File: src/rtl/i2c_bus_conditioner.sv
// I2C bus conditioner: synchronises and glitch-filters the raw SCL/SDA pad
// reads, then derives single-cycle bus events (SCL edges, START, repeated
// START, STOP), a bus-busy flag and a sticky SCL-stuck-low timeout.

// One pad line: synchroniser chain followed by a consecutive-sample filter.
module i2c_line_filter #(
  parameter int SYNC_STAGES   = 2,
  parameter int FILTER_CYCLES = 4
) (
  input  logic clk_i,
  input  logic rst_ni,
  input  logic pad_i,
  output logic level_o
);
  logic [SYNC_STAGES-1:0] sync_q;
  logic [3:0]             cnt_q;
  logic                   sample;

  assign sample = sync_q[SYNC_STAGES-1];

  // Synchroniser chain; idle bus level is high, so reset to ones.
  always_ff @(posedge clk_i or negedge rst_ni) begin
    if (!rst_ni) sync_q <= '1;
    else         sync_q <= {sync_q[SYNC_STAGES-2:0], pad_i};
  end

  // Flip the level only after FILTER_CYCLES consecutive differing samples.
  always_ff @(posedge clk_i or negedge rst_ni) begin
    if (!rst_ni) begin
      level_o <= 1'b1;
      cnt_q   <= '0;
    end else if (sample == level_o) begin
      cnt_q <= '0;
    end else if (cnt_q == 4'(FILTER_CYCLES - 1)) begin
      level_o <= sample;
      cnt_q   <= '0;
    end else begin
      cnt_q <= cnt_q + 4'd1;
    end
  end
endmodule

module i2c_bus_conditioner #(
  parameter int          SYNC_STAGES    = 2,
  parameter int          FILTER_CYCLES  = 4,
  parameter logic [31:0] TIMEOUT_CYCLES = 32'd675000
) (
  input  logic clk_i,
  input  logic rst_ni,
  input  logic scl_i,
  input  logic sda_i,
  output logic scl_o,
  output logic sda_o,
  output logic scl_rise_o,
  output logic scl_fall_o,
  output logic start_o,
  output logic rstart_o,
  output logic stop_o,
  output logic busy_o,
  output logic timeout_o
);
  logic [1:0]  pad, lvl;
  logic        scl_prev_q, sda_prev_q;
  logic        start_det, stop_det, to_hit;
  logic [31:0] to_cnt_q;

  // Lane 0 is SCL, lane 1 is SDA.
  assign pad = {sda_i, scl_i};

  for (genvar i = 0; i < 2; i++) begin : g_line
    i2c_line_filter #(
      .SYNC_STAGES  (SYNC_STAGES),
      .FILTER_CYCLES(FILTER_CYCLES)
    ) u_filt (
      .clk_i  (clk_i),
      .rst_ni (rst_ni),
      .pad_i  (pad[i]),
      .level_o(lvl[i])
    );
  end

  assign scl_o = lvl[0];
  assign sda_o = lvl[1];

  // SDA transitions only count as START/STOP when SCL was steadily high,
  // so a simultaneous SCL+SDA change yields just the SCL edge.
  assign start_det = scl_o & scl_prev_q &  sda_prev_q & ~sda_o;
  assign stop_det  = scl_o & scl_prev_q & ~sda_prev_q &  sda_o;
  assign to_hit    = busy_o & ~scl_o & (to_cnt_q == TIMEOUT_CYCLES - 32'd1);

  // Previous filtered levels and registered one-cycle event pulses.
  always_ff @(posedge clk_i or negedge rst_ni) begin
    if (!rst_ni) begin
      scl_prev_q <= 1'b1;
      sda_prev_q <= 1'b1;
      scl_rise_o <= 1'b0;
      scl_fall_o <= 1'b0;
      start_o    <= 1'b0;
      rstart_o   <= 1'b0;
      stop_o     <= 1'b0;
    end else begin
      scl_prev_q <= scl_o;
      sda_prev_q <= sda_o;
      scl_rise_o <= scl_o & ~scl_prev_q;
      scl_fall_o <= ~scl_o & scl_prev_q;
      start_o    <= start_det;
      rstart_o   <= start_det & busy_o;
      stop_o     <= stop_det;
    end
  end

  // Bus ownership, SCL-low timeout counter and sticky timeout flag.
  always_ff @(posedge clk_i or negedge rst_ni) begin
    if (!rst_ni) begin
      busy_o    <= 1'b0;
      timeout_o <= 1'b0;
      to_cnt_q  <= '0;
    end else begin
      if (!busy_o || scl_o || to_hit) to_cnt_q <= '0;
      else                            to_cnt_q <= to_cnt_q + 32'd1;

      if (start_det) begin
        busy_o    <= 1'b1;
        timeout_o <= 1'b0;
      end else if (to_hit) begin
        busy_o    <= 1'b0;
        timeout_o <= 1'b1;
      end else if (stop_det) begin
        busy_o <= 1'b0;
      end
    end
  end
endmodule

File: config.mk
export PLATFORM = sky130hd
export DESIGN_NAME = i2c_bus_conditioner
export DESIGN_NICKNAME = d
export VERILOG_FILES = /design/src/rtl/i2c_bus_conditioner.sv
export SDC_FILE = /design/constraint.sdc
export NUM_CORES = 1
export LEC_CHECK = 0
export BUFFER_PORTS_ARGS = -buffer_cell sky130_fd_sc_hd__clkbuf_2
export CORE_MARGIN = 4
export CORE_UTILIZATION = 53
export DETAILED_ROUTE_END_ITERATION = 12
export GPL_ROUTABILITY_DRIVEN = 0
export PLACE_DENSITY = 0.68
export SLEW_MARGIN = 20
export SYNTH_ARGS = -nofsm -noshare
export SYNTH_HDL_FRONTEND = slang
export SYNTH_SLANG_ARGS = --single-unit
File: constraint.sdc
create_clock -name clk_i -period 3.1 [get_ports clk_i]
set_clock_uncertainty 0.05 [all_clocks]
set_input_delay 0.62 -clock clk_i [delete_from_list [all_inputs] [get_ports clk_i]]
set_output_delay 0.62 -clock clk_i [all_outputs]
set_load 0.1 [all_outputs]
==> flow_metrics.env <==
export IMPL_final_max_slew_viol_count=0
export IMPL_criticalPathCategory="reg2reg"
export IMPL_htreeDepth=2
export IMPL_synth_top_area_share_pct=45.6
export IMPL_avgSynthCellArea_um2=10.7
export IMPL_setup_tns_ps=0
export IMPL_power_density_nw_per_um2=701
export IMPL_syn2layout_area_growth_pct=8.73
export IMPL_yosysSeqAreaShare_pct=53.8
export IMPL_p_clk_share_pct=24.3
export IMPL_peakVddDrop_v=0.000355
export IMPL_fmax_ghz=0.448
export IMPL_syn_inst=240
export IMPL_synthArstFlopShare_pct=100
export IMPL_met3_wirelength_um=125
export IMPL_crit_family="compound AO/OA/AOI/OAI gates"
export IMPL_clockBufferDepth=2
export IMPL_maxSlewHeadroom_pct=55.0
export IMPL_cts_setup_buffers=0
export IMPL_sw_frac_of_total_pct=39.2
export IMPL_initial_core_util_pct=54.6
export IMPL_wl_per_cell_um=14.5
export IMPL_drt_wl_total_mm=4.63
export IMPL_cts_hold_fix_buffers=0
export IMPL_synth_area_leaders="dfrtp_1 46%, dfstp_2 8.2%, xor2_1 3.7%"
export IMPL_fin_nets=259
export IMPL_grt_pass1_vias=1738
export IMPL_root_buffer="clkbuf_8"
export IMPL_yosys_area_top_type="dfrtp_1"
export IMPL_end_kind="register"
export IMPL_synth_edf_count=0
export IMPL_route_vias_total=1836
export IMPL_fin_crit_ps=2230
export IMPL_sequentialPowerShare_pct=46.0
export IMPL_dp_cells=312
export IMPL_finalNonFillerCells=320
export IMPL_min_path_type="reg2reg"
export IMPL_synthTopCellsByCount="47 x dfrtp_1, 18 x nor2_1, 17 x a21oi_1"
export IMPL_nFillCells=415
export IMPL_worst_pin_slew_ps=676
export IMPL_cts_tree="built"
export IMPL_ant_nets=0
export IMPL_drv_cap=0
export IMPL_clk_pin_slew_ps=100
export IMPL_drt_iter0_markers=112
export IMPL_groute_usage_overall_pct=17.0
export IMPL_pin_count=13
export IMPL_wl_met1_mm=2.23
export IMPL_antenna_found_initial=0
export IMPL_floorplan_die_height_um=77.8
export IMPL_required_ps=3240
export IMPL_rsz0062_at_grt="false"
export IMPL_period_share_pct=72.0
export IMPL_drc=0
export IMPL_slowest_stage="o21ai_2"
export IMPL_leakage_uw=0.00115
export IMPL_die_area_um2=6050
export IMPL_synth_nets=247
export IMPL_dpl_hpwl_mm=3.11
export IMPL_ctsResizeCount=0
export IMPL_synth_cell_type_count=40
export IMPL_insertion_delay_ps=310
export IMPL_path_buf_inv=1
export IMPL_clock_sinks=55
export IMPL_gr_total_overflow=0
export IMPL_hold_viol=0
export IMPL_die_w_um=77.8
export IMPL_grt_max_degree=56
export IMPL_outcome="finished, final reports clean"
export IMPL_core_region_area_um2=4720
export IMPL_grt_pass1_wl_mm=8.10
export IMPL_cp_arrival_ps=2380
export IMPL_wl_met2_mm=2.20
export IMPL_synth_flop_cell="dfrtp_1"
export IMPL_max_stage_delay_ps=530
export IMPL_worst_setup_path_start_kind="register"
export IMPL_pwr_share_comb_pct=29.7
export IMPL_netlist_area_um2=2580
export IMPL_path_max_fanout=14
export IMPL_drt_first_pass_iters=4
export IMPL_drive_gt1_share_pct=15.4
export IMPL_p_switching_uw=770
export IMPL_routed_top_layer="met4"
export IMPL_setup_viol=0
export IMPL_port_buffers=12
export IMPL_antennaDiodeCount=0
export IMPL_ys_ff_latch=55
export IMPL_p_int_uw=1190
export IMPL_cts_inserted_buffers=5
export IMPL_viasPerCell=5.74
export IMPL_yosysMostFrequentCell="dfrtp_1"
export IMPL_fp_row_count=25
export IMPL_yosys_warnings=0
export IMPL_path_cells="ha_1, and4_1, nand4_1, o21ai_2, buf_4, a21oi_1"
## worst paths after layout
check                                            from                    endpoint  slack [ps]  cells past startpoint
setup / recovery                          to_cnt_q[0]                to_cnt_q[25]         870                      6
hold / removal             g_line[0].u_filt.sync_q[0]  g_line[0].u_filt.sync_q[1]         310                      0
setup reg to reg                          to_cnt_q[0]                to_cnt_q[25]         870                      6
hold reg to reg            g_line[0].u_filt.sync_q[0]  g_line[0].u_filt.sync_q[1]         310                      0
max in group asynchronous                      rst_ni                   timeout_o        2170                      2
min in group asynchronous                      rst_ni                to_cnt_q[23]         350                      2
## worst reg2reg max path, cell delays in order, from the launching register on
cell	delay, ps
dfrtp_1	420
ha_1	290
and4_1	310
nand4_1	190
o21ai_2	530
buf_4	280
a21oi_1	60
## cells in the final DEF (no fill, tap or decap), types with 7 or more instances in the layout
master and n:
dfstp_2 8, or4_1 8, nor2_1 18, or3_1 7, clkbuf_2 12, a21oi_1 17, o21ai_0 8, nand3_1 10
nand2_1 10, dfrtp_1 47, and4_1 7, xor2_1 11, nand4_1 12, o31ai_1 9
## cell families after synthesis
logic type | after synthesis | share of synthesized area [%]
AND/OR/NAND/NOR | 107 | 25.7
flip-flops | 55 | 53.8
adder cells (fa/ha/maj) | 3 | 1.46
AO/OA/AOI/OAI | 39 | 8.93
XOR/XNOR | 16 | 5.43
multiplexers | 4 | 1.70
buffers and inverters | 16 | 3.06
## registers in the layout (all words and copies together), names as in the netlist
register and flops:
g_line.u_filt.sync_q 4, to_cnt_q 32, rstart_o 1, g_line.u_filt.cnt_q 8
scl_fall_o 1, timeout_o 1, sda_prev_q 1, scl_rise_o 1
stop_o 1, start_o 1, scl_prev_q 1, g_line.u_filt.level_o 2
busy_o 1
## per-stage QoR
step	utilization [%]	instance area [um2]	setup WS, ps	power [uW]	hold WS, ps
6_report	59.4	2800	869	1960	310
5_1_grt	59.4	2800	635	2070	310
4_1_cts	59.4	2800	831	1990	312
3_5_place_dp	57.0	2690	843	1510	297
3_3_place_gp	57.0	2690	911	1500	297
2_1_floorplan	-	2580	1170	1380	274
## power groups by stage
| stage | Clock (uW) | Sequential [uW] | Combinational, uW |
|---|---|---|---|
| finish | 478 | 903 | 584 |
| global route | 521 | 925 | 626 |
| CTS | 494 | 906 | 592 |
| detailed placement | 0 | 921 | 591 |
| global placement | 0 | 915 | 587 |
| floorplan | 0 | 1180 | 197 |
## final cells by class
cell class | count | area [um2] | share of cell area [%]
Timing Repair Buffer | 15 | 82.6 | 2.95
Clock inverter | 2 | 38.8 | 1.38
Tap cell | 67 | 83.8 | 2.99
Clock buffer | 6 | 72.6 | 2.59
Inverter | 6 | 22.5 | 0.803
Multi-Input combinational cell | 169 | 1120 | 39.8
Sequential cell | 55 | 1390 | 49.4
## metal layers
layer / vias up / GRT usage [%]
met3: 7 / 3.48
met2: 21 / 26.2
li1: 910 / -
met5: - / 0
met4: 0 / 6.94
met1: 898 / 23.4
Note: power is estimated with default switching activity, not from simulation.
